**src/rtl/counter_sequencer_pkg.sv**
```systemverilog
// ============================================================================
//  Module      : counter_sequencer_pkg
//  Description : Shared types and constants for the counter run-control
//                sequencer: FSM state encoding and default widths.
//  Revision    : 1.0 - initial release
// ============================================================================
`default_nettype none

package counter_sequencer_pkg;

    // Default datapath widths
    localparam int c_DEF_WIDTH      = 4;
    localparam int c_DEF_PRESCALE_W = 4;

    // Externally visible state encoding (also driven on the state port)
    localparam logic [1:0] c_ST_IDLE   = 2'd0;
    localparam logic [1:0] c_ST_RUN    = 2'd1;
    localparam logic [1:0] c_ST_PAUSED = 2'd2;
    localparam logic [1:0] c_ST_DONE   = 2'd3;

    typedef enum logic [1:0] {
        S_IDLE   = c_ST_IDLE,
        S_RUN    = c_ST_RUN,
        S_PAUSED = c_ST_PAUSED,
        S_DONE   = c_ST_DONE
    } state_t;

endpackage

`default_nettype wire

```
**src/rtl/counter_core.sv**
```systemverilog
// ============================================================================
//  Module      : counter_core
//  Description : WIDTH-bit up-counter register with synchronous clear and
//                count enable; clear wins over enable.
//  Revision    : 1.0 - initial release
// ============================================================================
`default_nettype none

module counter_core #(
    parameter int WIDTH = 4
) (
    input  logic             clk,
    input  logic             rst,
    input  logic             clr,
    input  logic             en,
    output logic [WIDTH-1:0] count
);

    logic [WIDTH-1:0] r_count;

    // Counter register: clear has priority, otherwise step when enabled
    always_ff @(posedge clk or posedge rst) begin
        if (rst) begin
            r_count <= '0;
        end else if (clr) begin
            r_count <= '0;
        end else if (en) begin
            r_count <= r_count + 1'b1;
        end
    end

    assign count = r_count;

endmodule

`default_nettype wire

```
**src/rtl/counter_sequencer.sv**
```systemverilog
// ============================================================================
//  Module      : counter_sequencer
//  Description : Run-control sequencer for the binary counter datapath.
//                Starts, pauses, stops and reloads a WIDTH-bit up-counter
//                against a terminal value, paced by a programmable
//                prescaler, and pulses done at terminal count.
//                Optional macro COUNTER_SEQUENCER_RELOAD_CNT_EN enables the
//                saturating auto-reload event counter on reload_cnt.
//  Revision    : 1.0 - initial release
// ============================================================================
`default_nettype none

module counter_sequencer
    import counter_sequencer_pkg::*;
#(
    parameter int WIDTH      = c_DEF_WIDTH,
    parameter int PRESCALE_W = c_DEF_PRESCALE_W
) (
    input  logic                  clk,
    input  logic                  rst,
    input  logic                  start,
    input  logic                  stop,
    input  logic                  pause,
    input  logic                  auto_reload,
    input  logic [WIDTH-1:0]      compare_val,
    input  logic [PRESCALE_W-1:0] prescale,
    output logic [WIDTH-1:0]      count,
    output logic                  busy,
    output logic                  done,
    output logic [1:0]            state,
    output logic [7:0]            reload_cnt
);

    state_t                r_state;
    state_t                w_state_nxt;
    logic [WIDTH-1:0]      r_cmp_s;
    logic [PRESCALE_W-1:0] r_pre_s;
    logic                  r_ar_s;
    logic [PRESCALE_W-1:0] r_pre_cnt;
    logic [PRESCALE_W-1:0] w_pre_cnt_nxt;
    logic                  r_done;
    logic                  w_done_nxt;
    logic                  w_clr;
    logic                  w_en;
    logic                  w_start_acc;
    logic                  w_tick;
    logic                  w_at_term;
    logic [WIDTH-1:0]      w_count;

    // Counter datapath; only this block drives its clear and enable
    counter_core #(
        .WIDTH (WIDTH)
    ) u_core (
        .clk   (clk),
        .rst   (rst),
        .clr   (w_clr),
        .en    (w_en),
        .count (w_count)
    );

    assign w_tick    = (r_pre_cnt == r_pre_s);
    assign w_at_term = (w_count == r_cmp_s);

    // Next-state, counter control and prescaler decode; stop > start > pause
    always_comb begin
        w_state_nxt   = r_state;
        w_pre_cnt_nxt = r_pre_cnt;
        w_done_nxt    = 1'b0;
        w_clr         = 1'b0;
        w_en          = 1'b0;
        w_start_acc   = 1'b0;
        if (stop) begin
            w_state_nxt   = S_IDLE;
            w_pre_cnt_nxt = '0;
            w_clr         = 1'b1;
        end else begin
            case (r_state)
                S_IDLE, S_DONE: begin
                    if (r_state == S_IDLE) begin
                        w_pre_cnt_nxt = '0;
                    end
                    if (start) begin
                        w_state_nxt   = S_RUN;
                        w_pre_cnt_nxt = '0;
                        w_clr         = 1'b1;
                        w_start_acc   = 1'b1;
                    end
                end
                S_RUN: begin
                    // Pausing freezes everything; no tick is evaluated
                    if (pause) begin
                        w_state_nxt = S_PAUSED;
                    end else if (w_tick) begin
                        w_pre_cnt_nxt = '0;
                        if (w_at_term) begin
                            w_done_nxt = 1'b1;
                            if (r_ar_s) begin
                                w_clr = 1'b1;
                            end else begin
                                w_state_nxt = S_DONE;
                            end
                        end else begin
                            w_en = 1'b1;
                        end
                    end else begin
                        w_pre_cnt_nxt = r_pre_cnt + 1'b1;
                    end
                end
                S_PAUSED: begin
                    if (!pause) begin
                        w_state_nxt = S_RUN;
                    end
                end
                default: begin
                    w_state_nxt = S_IDLE;
                end
            endcase
        end
    end

    // State, prescaler phase and done pulse registers
    always_ff @(posedge clk or posedge rst) begin
        if (rst) begin
            r_state   <= S_IDLE;
            r_pre_cnt <= '0;
            r_done    <= 1'b0;
        end else begin
            r_state   <= w_state_nxt;
            r_pre_cnt <= w_pre_cnt_nxt;
            r_done    <= w_done_nxt;
        end
    end

    // Run configuration is latched only when a start is accepted
    always_ff @(posedge clk or posedge rst) begin
        if (rst) begin
            r_cmp_s <= '0;
            r_pre_s <= '0;
            r_ar_s  <= 1'b0;
        end else if (w_start_acc) begin
            r_cmp_s <= compare_val;
            r_pre_s <= prescale;
            r_ar_s  <= auto_reload;
        end
    end

`ifdef COUNTER_SEQUENCER_RELOAD_CNT_EN
    logic [7:0] r_reload_cnt;
    logic       w_reload;

    // An auto-reload event is a terminal tick in periodic mode
    assign w_reload = (r_state == S_RUN) && !stop && !pause &&
                      w_tick && w_at_term && r_ar_s;

    // Saturating count of auto-reload events, cleared per run
    always_ff @(posedge clk or posedge rst) begin
        if (rst) begin
            r_reload_cnt <= 8'd0;
        end else if (stop || w_start_acc) begin
            r_reload_cnt <= 8'd0;
        end else if (w_reload && (r_reload_cnt != 8'hFF)) begin
            r_reload_cnt <= r_reload_cnt + 8'd1;
        end
    end

    assign reload_cnt = r_reload_cnt;
`else
    assign reload_cnt = 8'd0;
`endif

    assign count = w_count;
    assign done  = r_done;
    assign state = r_state;
    assign busy  = (r_state == S_RUN) || (r_state == S_PAUSED);

endmodule

`default_nettype wire

```
**config.mk**
```make
export PLATFORM = sky130hd
export DESIGN_NAME = counter_sequencer
export DESIGN_NICKNAME = d
export VERILOG_FILES = /design/src/rtl/counter_sequencer_pkg.sv /design/src/rtl/counter_core.sv /design/src/rtl/counter_sequencer.sv
export SDC_FILE = /design/constraint.sdc
export NUM_CORES = 1
export LEC_CHECK = 0
export BUFFER_PORTS_ARGS = -buffer_cell sky130_fd_sc_hd__buf_4
export CAP_MARGIN = 20
export CELL_PAD_IN_SITES_DETAIL_PLACEMENT = 0
export CELL_PAD_IN_SITES_GLOBAL_PLACEMENT = 1
export CORE_MARGIN = 8
export CORE_UTILIZATION = 39
export DETAILED_ROUTE_END_ITERATION = 12
export PLACE_DENSITY_LB_ADDON = 0.1
export SLEW_MARGIN = 20
export SYNTH_ARGS = -nofsm -noshare
export SYNTH_HDL_FRONTEND = slang
export SYNTH_SLANG_ARGS = --single-unit
```
**constraint.sdc**
```tcl
create_clock -name clk -period 2.15 [get_ports clk]
set_input_delay 0.1075 -clock clk [delete_from_list [all_inputs] [get_ports clk]]
set_output_delay 0.1075 -clock clk [all_outputs]
set_load 0.05 [all_outputs]
```
==> results.yml <==
global_routing:
  grt_max_degree: 21
  grt-ovfl-total: 0
  grt_pass1_wl_um: 4222
  antenna_found_initial: 0
  gr-usage-all-layers_pct: 10.23
  grt_pass1_vias: 958
min_path:
  hp-start: "compare_val[3]"
  whs_endpoint: "r_cmp_s[3]"
  hold_path_class: "input port to register"
  hold_path_depth: 2
detailed_routing:
  drt-initial-drc-count: 26
  first_pass_iters: 4
  routed_wl_um: 2384
  vias: 879
  drc_errors: 0
  ant_nets: 0
  wire_per_inst_um: 13.62
  avgViaCountPerCell: 5.023
clock_tree:
  root_buffer: "clkbuf_4"
  cts_buffers: 3
  clkTransAtPathRegs_ns: 0.13
  clk_latency_ns: 0.32
  clock-sinks: 20
  clockBufferDepth: 2
  htree_levels: 1
  tritoncts: "done"
sta:
  rsz0062_at_grt: "false"
  period_needed_ns: 1.909
  setup_violations: 0
  drv_slew: 0
  fmax_mhz: 524.0
  fin_crit_sh_pct: 88.77
  tns_ns: 0
  hold_violations: 0
  maxSlewHeadroom_pct: 49.30
  tightest_slew_ns: 0.7597
  finalClockSkew_ns: 0.01517
run_status:
  status: "complete, no violations"
placed_design:
  gp_congestion: 0.7696
  placed_cell_area_sq_um: 1339
  dp_hpwl_um: 1862
  io_buffers: 21
die:
  dieArea_sq_um: 4967
  core_area_sq_um: 2781
  placementRows: 19
  start_util_pct: 41.61
  pin_count: 30
  die_w_um: 70.48
  die_h_um: 70.48
finish:
  syn_to_final_growth_pct: 22.49
  final_area_sq_um: 1418
  drive_gt1_share_pct: 27.78
  nFillCells: 275
  fin_nets: 165
  diodes: 0
flow_run:
  cap_violations: 0
critical_path:
  path_class: "register to register"
  path_max_fanout: 5
  r2r_cells: 7
  crit_start: "state[1]"
  start_kind: "register"
  r2r_setup_slack_ns: 0.24
  endpoint_kind: "register"
  crit_arrival_ns: 2.17
  worstPathRequired_ns: 2.41
  reg2reg_to: "u_core.count[3]"
  rr_startpoint: "state[1]"
synth:
  synth_cells: 114
  synth-warning-count: 0
  yosys.area.top_type_share_pct: 43.24
  ys_seq_area_share_pct: 43.24
  synth_edf_count: 0
  async_reset_ff_share_pct: 100.0
  syn_area_sq_um: 1157
  syn_area_per_cell_sq_um: 10.15
  post-synth-top-count-cell: "dfrtp_1"
  synth_area_leaders: "dfrtp_1 43%, mux2_2 8.8%, ha_1 6.5%"
  ys_ff_latch: 20
  synth_ff_type: "dfrtp_1"
  synth_common_cells: "20 x dfrtp_1, 10 x nor2_1, 9 x mux2_2"
  synth_cell_types: 32
  synth_largest_area_cell: "dfrtp_1"
pwr:
  p_per_area_nw_per_um2: 1048
  leakage_nw: 0.6757
  ir_drop_mv: 0.7045
==> metrics by stage <==
stage	power [mW]	setup slack, ns	utilization [%]	instances	hold slack [ns]
after global routing	1.592	0.06274	50.97	175	0.004380
after global placement	1.254	0.2109	48.13	167	0.2901
final	1.486	0.2415	50.97	175	0.01134
after detailed placement	1.265	0.2256	48.13	167	0.2948
after CTS	1.505	0.2050	50.88	175	0.0009608
after floorplan	1.073	0.07379	-	121	0.07133
==> per-layer routing <==
metal  track usage [%]  vias to the layer above  share of wire, %
li1                  -                      434                 -
met1             10.99                      425                44
met2             18.01                       17                51
met3             4.096                        3               4.7
met4             2.679                        0              0.80
met5                 0                        -                 0
==> what timing repair did <==
| action | 4_1_cts | 5_1_grt |
|---|---|---|
| resized for setup | 0 | 1 |
| endpoints found under the setup margin | 0 | 1 |
| buffers inserted | 0 | 0 |
| endpoints found under the hold margin | 23 | 0 |
| hold buffers | 4 | 0 |
==> state kept, by name, indices dropped and copies added (netlist names) <==
register and cells:
done 1, r_ar_s 1, r_cmp_s 4, r_pre_cnt 4, r_pre_s 4, state 2, u_core.count 4
==> power by group <==
group          total [mW]  leakage, nW  switching [mW]  internal, mW
clock network       0.230       0.0210           0.127         0.104
logic               0.685        0.397           0.386         0.299
registers           0.571        0.258          0.0898         0.481
total                1.49        0.676           0.602         0.884
==> worst max-delay path by stage <==
stage,cells after the start,endpoint,slack [ns]
2_1_floorplan,6,u_core.count[3],0.07
3_3_place_gp,7,u_core.count[3],0.21
3_5_place_dp,7,u_core.count[3],0.23
4_1_cts,7,u_core.count[3],0.20
5_1_grt,7,u_core.count[3],0.06
6_report,7,u_core.count[3],0.24
==> worst max-delay path, cell delays in order, from the launching register on <==
cell and delay, ns:
dfrtp_1 0.46, inv_1 0.11, ha_1 0.16, nor2b_1 0.23, nor2b_2 0.22, nand3_1 0.18, or3_1 0.36, a21oi_1 0.15
==> cell type report <==
class	count	area (sq um)	share of cell area (%)
Clock buffer	4	36.28	2.560
Inverter	8	30.03	2.118
Multi-Input combinational cell	84	591.8	41.75
Sequential cell	20	500.5	35.30
Tap cell	31	38.79	2.736
Timing Repair Buffer	28	220.2	15.53
==> cells by family (layout without fill, tap and decap cells) <==
| family | after synthesis | count (layout) | share of synthesized area (%) |
|---|---|---|---|
| multiplexers | 10 | 10 | 9.622 |
| AND/OR/NAND/NOR | 32 | 32 | 14.70 |
| adder cells (fa/ha/maj) | 6 | 6 | 6.486 |
| XOR/XNOR | 10 | 10 | 7.567 |
| other | 1 | 8 | 0.3240 |
| AO/OA/AOI/OAI | 18 | 18 | 9.947 |
| buffers and inverters | 17 | 40 | 8.108 |
| flip-flops | 20 | 20 | 43.24 |
==> cell usage in the layout (no fill, tap or decap), types with 3 or more instances in the layout <==
| cell type | n |
|---|---|
| dfrtp_1 | 20 |
| a21oi_1 | 6 |
| clkbuf_4 | 3 |
| nor2_1 | 10 |
| o21ai_0 | 3 |
| inv_1 | 8 |
| xnor2_1 | 4 |
| nand3_1 | 4 |
| nand2_1 | 3 |
| dlygate4sd3_1 | 4 |
| buf_4 | 24 |
| mux2_2 | 9 |
| xor2_1 | 6 |
| nor2b_1 | 4 |
| conb_1 | 8 |
| ha_1 | 6 |
(Power assumes the default switching activity.)
